**src/rtl/bcd_serial_add_ctrl_if.sv**
```systemverilog
// bcd_serial_add_ctrl_if: start/busy/done operand and result bundle (carries "sub" when BCD_CTRL_SUB_EN is defined)
interface bcd_serial_add_ctrl_if #(
    parameter int NDIG = 4
);
    logic              start;
    logic [4*NDIG-1:0] a;
    logic [4*NDIG-1:0] b;
    logic              cin;
`ifdef BCD_CTRL_SUB_EN
    logic              sub;
`endif
    logic              busy;
    logic              done;
    logic [4*NDIG-1:0] sum;
    logic              cout;
    logic              error;

    modport master (
`ifdef BCD_CTRL_SUB_EN
        output sub,
`endif
        output start, a, b, cin,
        input  busy, done, sum, cout, error
    );

    modport slave (
`ifdef BCD_CTRL_SUB_EN
        input  sub,
`endif
        input  start, a, b, cin,
        output busy, done, sum, cout, error
    );
endinterface

```
**src/rtl/bcd_serial_add_ctrl.sv**
```systemverilog
// bcd_serial_add_ctrl: digit-serial BCD adder controller, LSD first; BCD_CTRL_SUB_EN adds ten's-complement subtraction
module bcd_serial_add_ctrl #(
    parameter int NDIG = 4
) (
    input logic                  clk,
    input logic                  rst_n,
    bcd_serial_add_ctrl_if.slave bus
);
    localparam int W  = 4 * NDIG;
    localparam int IW = NDIG > 1 ? $clog2(NDIG) : 1;

    typedef enum logic [1:0] {IDLE, ADD, DONE} state_t;

    state_t          state_q, state_d;
    logic [W-1:0]    a_q, a_d, b_q, b_d, sum_q, sum_d;
    logic [IW-1:0]   idx_q, idx_d;
    logic            carry_q, carry_d, cout_q, cout_d, err_q, err_d;
    logic            busy_q, busy_d, done_q, done_d;
    logic            bad, c_cap, dc;
    logic [W-1:0]    b_cap;
    logic [3:0]      da, db, rd;
    logic [4:0]      s;

    always_comb begin
        bad   = 1'b0;
        b_cap = bus.b;
        c_cap = bus.cin;
`ifdef BCD_CTRL_SUB_EN
        c_cap = bus.sub ? 1'b1 : bus.cin;
`endif
        for (int i = 0; i < NDIG; i++) begin
            bad = bad | (bus.a[4*i +: 4] > 4'd9) | (bus.b[4*i +: 4] > 4'd9);
`ifdef BCD_CTRL_SUB_EN
            b_cap[4*i +: 4] = bus.sub ? 4'd9 - bus.b[4*i +: 4] : bus.b[4*i +: 4];
`endif
        end
        da      = a_q[{idx_q, 2'b00} +: 4];
        db      = b_q[{idx_q, 2'b00} +: 4];
        s       = {1'b0, da} + {1'b0, db} + {4'b0, carry_q};
        dc      = s > 5'd9;
        rd      = dc ? 4'(s - 5'd10) : s[3:0];
        state_d = state_q;
        a_d     = a_q;
        b_d     = b_q;
        sum_d   = sum_q;
        idx_d   = idx_q;
        carry_d = carry_q;
        cout_d  = cout_q;
        err_d   = err_q;
        case (state_q)
            IDLE: if (bus.start) begin
                a_d     = bus.a;
                b_d     = b_cap;
                carry_d = c_cap;
                sum_d   = '0;
                cout_d  = 1'b0;
                err_d   = bad;
                idx_d   = '0;
                state_d = bad ? DONE : ADD;
            end
            ADD: begin
                sum_d[{idx_q, 2'b00} +: 4] = rd;
                carry_d = dc;
                if (idx_q == IW'(NDIG - 1)) begin
                    cout_d  = dc;
                    state_d = DONE;
                end else begin
                    idx_d = idx_q + IW'(1);
                end
            end
            default: state_d = IDLE;
        endcase
        busy_d = state_d == ADD;
        done_d = state_d == DONE;
    end

    always_ff @(posedge clk) begin
        if (!rst_n) begin
            state_q <= IDLE;
            a_q     <= '0;
            b_q     <= '0;
            sum_q   <= '0;
            idx_q   <= '0;
            carry_q <= 1'b0;
            cout_q  <= 1'b0;
            err_q   <= 1'b0;
            busy_q  <= 1'b0;
            done_q  <= 1'b0;
        end else begin
            state_q <= state_d;
            a_q     <= a_d;
            b_q     <= b_d;
            sum_q   <= sum_d;
            idx_q   <= idx_d;
            carry_q <= carry_d;
            cout_q  <= cout_d;
            err_q   <= err_d;
            busy_q  <= busy_d;
            done_q  <= done_d;
        end
    end

    assign bus.busy  = busy_q;
    assign bus.done  = done_q;
    assign bus.sum   = sum_q;
    assign bus.cout  = cout_q;
    assign bus.error = err_q;
endmodule

```
**src/flat_wrapper.sv**
```systemverilog
// flat-port wrapper written by rule: the top's interface ports become plain ports
module bcd_serial_add_ctrl_flat 
#(
    parameter int NDIG = 4
)
  (clk, rst_n, bus_start, bus_a, bus_b, bus_cin, bus_busy, bus_done, bus_sum, bus_cout, bus_error);
  bcd_serial_add_ctrl_if #(.NDIG(NDIG)) bus_i ();
  input logic clk;
  input logic rst_n;
  input wire logic [$bits(bus_i.start)-1:0] bus_start;
  input wire logic [$bits(bus_i.a)-1:0] bus_a;
  input wire logic [$bits(bus_i.b)-1:0] bus_b;
  input wire logic [$bits(bus_i.cin)-1:0] bus_cin;
  output wire logic [$bits(bus_i.busy)-1:0] bus_busy;
  output wire logic [$bits(bus_i.done)-1:0] bus_done;
  output wire logic [$bits(bus_i.sum)-1:0] bus_sum;
  output wire logic [$bits(bus_i.cout)-1:0] bus_cout;
  output wire logic [$bits(bus_i.error)-1:0] bus_error;
  assign bus_i.start = bus_start;
  assign bus_i.a = bus_a;
  assign bus_i.b = bus_b;
  assign bus_i.cin = bus_cin;
  assign bus_busy = bus_i.busy;
  assign bus_done = bus_i.done;
  assign bus_sum = bus_i.sum;
  assign bus_cout = bus_i.cout;
  assign bus_error = bus_i.error;
  bcd_serial_add_ctrl #(.NDIG(NDIG)) u_core (.clk(clk), .rst_n(rst_n), .bus(bus_i));
endmodule
```
**config.mk**
```make
export PLATFORM = sky130hd
export DESIGN_NAME = bcd_serial_add_ctrl_flat
export DESIGN_NICKNAME = d
export VERILOG_FILES = /design/src/rtl/bcd_serial_add_ctrl_if.sv /design/src/rtl/bcd_serial_add_ctrl.sv /design/src/flat_wrapper.sv
export SDC_FILE = /design/constraint.sdc
export NUM_CORES = 1
export LEC_CHECK = 0
export CORE_MARGIN = 2
export CORE_UTILIZATION = 50
export CTS_CLUSTER_DIAMETER = 120
export DETAILED_ROUTE_END_ITERATION = 16
export DONT_BUFFER_PORTS = 1
export PLACE_DENSITY = 0.62
export SETUP_SLACK_MARGIN = 0.15
export SLEW_MARGIN = 20
export SYNTH_ARGS = -nofsm -noshare
export SYNTH_HDL_FRONTEND = slang
export SYNTH_SLANG_ARGS = --single-unit
export TNS_END_PERCENT = 50
```
**constraint.sdc**
```tcl
create_clock -name clk -period 10.4 [get_ports clk]
set_clock_uncertainty 0.05 [all_clocks]
set_input_delay 2.08 -clock clk [delete_from_list [all_inputs] [get_ports clk]]
set_output_delay 2.08 -clock clk [all_outputs]
set_load 0.05 [all_outputs]
```
# Yosys cells after proc, flatten, opt, wreduce, memory -nomap -nowiden
# Cells that the tools add are included.
[totals]
ff_bits = 57
inputBits = 36
elab_cells = 64
[op_classes]
n_addsub = 5
order_cmp = 9
n_eq_ne = 7
n_shift = 4
n_mux = 16
bitwise = 7
reduce_logical = 6
[ops]
columns = ["cell", "n"]
rows = [
  ["$gt 4x4->1 const B", 8],
  ["$pmux 16 s2", 1],
  ["$shiftx 16x5->4", 2],
  ["$bwmux 16", 1],
  ["$mux 16", 1],
  ["$shift 4x6->16 const A", 1],
  ["$shiftx 4x6->16", 1],
  ["$mux 2", 5],
  ["$pmux 2 s2", 2],
  ["$or 1x1->1", 7],
  ["$neg 4->6", 1],
  ["$reduce_and 3->1", 2],
  ["$add 4x4->5", 1],
  ["$add 5x1->5", 1],
  ["$gt 5x4->1 const B", 1],
  ["$eq 2x1->1 const B", 2],
  ["$eq 2x2->1 const B", 2],
  ["$mux 4", 1],
  ["$ne 2x2->1 const B", 2],
  ["$pmux 1 s2", 2],
  ["$reduce_and 2->1", 2],
  ["$sub 4x4->4 const B", 1],
  ["$mux 1", 3],
  ["$add 2x1->2 const B", 1],
  ["other kinds (3)", 3],
]

# Longest topological paths before layout
[logic_depth]
word_depth = 12
depth_mapped = 11
ltp_nobuf = 10

# Worst setup path after synthesis
# No wires, ideal clock.
[synth_timing]
path_type = "register to register"
from = "reg u_core.idx_q[0]"
to = "reg u_core.sum_q[6], in the netlist u_core.bus.sum[6]"
setup_ps = 59
t_arrival_ps = 3623
t_required_ps = 10291
path_slack_ps = 6667
stages_incl_launch_ff = 12
path_cell_list = "dfxtp_1 -> buf_2 -> mux4_2 -> fa_1 -> fa_1 -> inv_1 -> ha_1 -> and2b_1 -> a31o_4 -> o31ai_4 -> mux2i_1 -> a31o_1"
[synth_between]
elab_chain_len = 8
[synth_rtl]
columns = ["item", "line_no", "rtl"]
rows = [
  ["start: declaration", "bcd_serial_add_ctrl.sv:16", "logic [IW-1:0] idx_q, idx_d;"],
  ["start signal: assignment", "bcd_serial_add_ctrl.sv:94", "idx_q <= idx_d;"],
  ["$shiftx 16x5->4, on equally long branches", "bcd_serial_add_ctrl.sv:37, bcd_serial_add_ctrl.sv:38", ""],
  ["$add 4x4->5", "bcd_serial_add_ctrl.sv:39", "s = {1'b0, da} + {1'b0, db} + {4'b0, carry_q};"],
  ["$add 5x1->5", "bcd_serial_add_ctrl.sv:39", ""],
  ["$sub 4x4->4 / $gt 5x4->1 (equally long branches)", "bcd_serial_add_ctrl.sv:41, bcd_serial_add_ctrl.sv:40", ""],
  ["$mux 4", "bcd_serial_add_ctrl.sv:41", "rd = dc ? 4'(s - 5'd10) : s[3:0];"],
  ["$shiftx 4x6->16", "bcd_serial_add_ctrl.sv:62", "sum_d[{idx_q, 2'b00} +: 4] = rd;"],
  ["$bwmux 16 *", "bcd_serial_add_ctrl.sv:62", ""],
  ["$pmux 16 s2 *", "bcd_serial_add_ctrl.sv:50", "case (state_q)"],
  ["end signal: assignment", "bcd_serial_add_ctrl.sv:93", "sum_q <= sum_d;"],
  ["end: declaration", "bcd_serial_add_ctrl.sv:15", "logic [W-1:0] a_q, a_d, b_q, b_d, sum_q, sum_d;"],
]
# Every way passes the cells marked *; elsewhere a longest branch is shown, timed or not.
# A chain may end at the register's enable or synchronous reset.

# Worst setup path in the final report
[layout_timing]
from = "reg u_core.idx_q[0]"
to = "reg u_core.sum_q[2], in the netlist u_core.bus.sum[2]"
# Same word-level chain as after synthesis.

==> Flow_metrics.wiki <==
{| class="wikitable"
! Metric !! Value
|-
| Number of buffers added on ports || 0
|-
| Initial core utilization || 0.510
|-
| CP Max Fanout || 17
|-
| Post-CTS setup buffer count || 0
|-
| Cell taking the most area after synthesis || sky130_fd_sc_hd__dfxtp_1
|-
| EDFF count, synth || 0
|-
| Total inserted antenna cells || 0
|-
| Routing layer with the top usage in global route || met2
|-
| Ratio of routed vias to standard cells || 5.81
|-
| Layout-stage area growth over the synthesis result || 5.99%
|-
| Setup Viol. Count Final || 0
|-
| Pwr dens || 161 nW/um2
|-
| Post-layout worst setup margin || 6020 ps
|-
| Area used by multi-input combinational logic || 1520 um2
|-
| Arrival time of the worst setup path || 4610 ps
|-
| Async set-reset flop share out of synthesis || 0
|-
| Result of the run || complete, no violations
|-
| Final setup TNS || 0 ps
|-
| Antenna Nets Post-Route || 0
|-
| Number of levels the H-tree was split into || 3
|-
| Per-cell routed wire length || 16.9 um
|-
| Number of maximum-capacitance violations || 0
|-
| Detailed-routing iteration count for the pre-antenna-repair pass || 4
|-
| Global route overflow || 0
|-
| Synthesized area per cell || 8.73 um2
|-
| Share of layout cells above drive strength 1 || 0.109
|-
| Antenna violations before repair || 0
|-
| Sequential fraction of the synthesis area || 0.411
|-
| Utilization after layout || 0.541
|-
| Maximum clock frequency || 0.228 GHz
|-
| Global Route met1 Usage || 0.293
|-
| Hold buffer count at cts || 0
|-
| Number of global-route vias before repair || 2098
|-
| Unrepaired setup endpoints after global routing || no
|-
| Synth Cell Area || 2780 um2
|-
| Required time of the critical path || 10630 ps
|-
| TritonCTS buffer count || 9
|-
| Yosys reg bits || 57
|-
| Worst-Skew Late Latency || 330 ps
|-
| Final hold violations || 0
|-
| Post-Place Cell Area || 2780 um2
|-
| Remaining DRCs || 0
|-
| Count of mapped cells out of synthesis || 318
|-
| CTS Sinks || 57
|-
| Area share of the largest cell type after synthesis || 0.411
|-
| Yosys cell types || 41
|-
| First-pass GRT wire length || 10.6 mm
|-
| Count of filler cells inserted in the layout || 503
|-
| Hold/Removal Path Class || flop to flop
|-
| Leakage power || 0.00108 uW
|-
| Global-route met3 utilization || 0.0644
|-
| Element type at the critical path start || flop
|-
| Number of vias after detailed routing || 2237
|-
| Post-synth top flop || sky130_fd_sc_hd__dfxtp_1
|-
| Vertical extent of the die || 78.5 um
|-
| Core Rows || 27
|-
| Final critical-path required period || 4380 ps
|-
| Slew of the pin with the lowest slew margin || 934 ps
|-
| Pin count of the biggest net entering global routing || 36
|-
| Count of cells resized by post-cts repair || 0
|-
| Net Count, Synth || 364
|-
| Post-place setup slack || 6020 ps
|-
| Number of buffers between clock root and the deepest sink || 2
|-
| Clock input transition at the sequential cells of the worst setup and hold paths || 60 ps
|-
| Total routing usage reported by global routing || 0.226
|-
| Most area-consuming cells after synthesis || sky130_fd_sc_hd__dfxtp_1 41%, sky130_fd_sc_hd__nand2_1 10%, sky130_fd_sc_hd__a21oi_1 7.2%
|-
| Post-route cell area || 2940 um2
|-
| Final estimated routing congestion in global placement || 0.774
|-
| Warnings, synthesis || 0
|-
| Final routed wirelength across all metal layers || 6.52 mm
|-
| Total Die Area || 6160 um2
|-
| DP HPWL || 4.60 mm
|-
| Width of the die || 78.5 um
|-
| Final net count || 356
|-
| IO Count || 56
|-
| Library cell used as clock root buffer || sky130_fd_sc_hd__clkbuf_8
|-
| Peak supply drop || 0.0984 mV
|-
| Initial drt markers || 120
|-
| Slew Limit Fails || 0
|-
| Final critical-path share of the clock period || 0.422
|-
| Global routing usage on met2 || 0.340
|-
| Worst slew margin || 0.377
|-
| Category of the most critical setup path || flop to flop
|-
| Clock tree from TritonCTS || done
|-
| Area taken by flip-flops and latches || 1140 um2
|-
| Type of element capturing the critical path || flop
|-
| CORE AREA || 5440 um2
|}
## power by group
group	leakage (uW)	internal, uW	switching (uW)	total (uW)
clock	0.0000826	97.2	82.3	180
sequential	0.000465	227	7.91	235
combinational	0.000530	21.8	36.2	58.0
## Yosys cell counts (3+ instances only)
library cell and instances:
sky130_fd_sc_hd__nor2_1 18, sky130_fd_sc_hd__mux4_2 8, sky130_fd_sc_hd__o21ai_0 13, sky130_fd_sc_hd__and3_1 8, sky130_fd_sc_hd__ha_1 8, sky130_fd_sc_hd__a22oi_1 6, sky130_fd_sc_hd__a32oi_1 4, sky130_fd_sc_hd__a21o_1 4
sky130_fd_sc_hd__dfxtp_1 57, sky130_fd_sc_hd__nor3b_1 8, sky130_fd_sc_hd__a221oi_1 4, sky130_fd_sc_hd__inv_1 5, sky130_fd_sc_hd__nand2_1 74, sky130_fd_sc_hd__clkbuf_1 9, sky130_fd_sc_hd__a21oi_1 40, sky130_fd_sc_hd__a31o_1 4
sky130_fd_sc_hd__nand3_1 5, sky130_fd_sc_hd__buf_2 10, sky130_fd_sc_hd__nor3_1 3
## flip-flops by register name (all words and copies together), names as in the netlist, 2 cells and up
| register | count |
|---|---|
| u_core.a_q | 16 |
| u_core.b_q | 16 |
| u_core.bus.sum | 16 |
| u_core.idx_q | 2 |
| u_core.state_q | 2 |
## routing by layer
layer  vias to the layer above  share of wire
li1                       1105              -
met1                      1064           0.45
met2                        61           0.48
met3                         7          0.061
met4                         0         0.0087
met5                         -              0
## final cells by class
class                      instances  area share
timing repair buffer               2     0.00510
sequential                        57       0.388
tap                               72      0.0306
multi-input combinational        235       0.515
inverter                           5     0.00638
clock buffer                      14      0.0553
## worst max-delay path: stages (launching register included)
cell and delay [ps]:
sky130_fd_sc_hd__dfxtp_1 810, sky130_fd_sc_hd__mux4_2 610, sky130_fd_sc_hd__fa_1 440, sky130_fd_sc_hd__fa_1 830, sky130_fd_sc_hd__inv_1 140, sky130_fd_sc_hd__ha_1 240, sky130_fd_sc_hd__and2b_1 170, sky130_fd_sc_hd__a31o_4 240
sky130_fd_sc_hd__o31ai_4 230, sky130_fd_sc_hd__mux2i_1 380, sky130_fd_sc_hd__a31o_1 190
## per-stage QoR
| stage | std cells | hold slack (ps) | power [uW] |
|---|---|---|---|
| final | 385 | 403 | 473 |
| after global placement | 371 | 391 | 297 |
| after CTS | 385 | 405 | 477 |
| after floorplan | 318 | 383 | 287 |
| after detailed placement | 371 | 397 | 298 |
| after global routing | 385 | 419 | 496 |
## final timing paths
path	from	to	slack, ps	cells after the start
worst max-delay path	u_core.idx_q[0]	u_core.bus.sum[2]	6020	10
worst min-delay path	u_core.a_q[2]	u_core.a_q[2]	400	2
worst max register to register	u_core.idx_q[0]	u_core.bus.sum[2]	6020	10
worst min register to register	u_core.a_q[2]	u_core.a_q[2]	400	2
## cells in the final DEF, fill, tap and decap left out, drive strengths merged
master	count
o21bai	2
nor4b	2
and2b	1
a22oi	6
fa	2
mux4	8
nand2	74
a32oi	4
inv	5
mux2i	2
a21oi	40
and3	9
ha	8
nand2b	3
buf	2
nor2b	1
a31o	5
a21o	6
nor3	3
nand3	5
a221oi	4
o21ai	13
xnor2	1
o31ai	1
a222oi	1
nor3b	8
dfxtp	57
clkbuf	14
and2	1
nand4	2
or2	2
a211oi	2
nor2	18
nor4	1
## logic make-up after synthesis
| family | synth area share |
|---|---|
| AND/OR/NAND/NOR | 0.224 |
| AO/OA/AOI/OAI | 0.195 |
| buffers and inverters | 0.0442 |
| adder cells (fa/ha/maj) | 0.0505 |
| XOR/XNOR | 0.00316 |
| multiplexers | 0.0721 |
| flip-flops | 0.411 |
(Power assumes the default switching activity.)
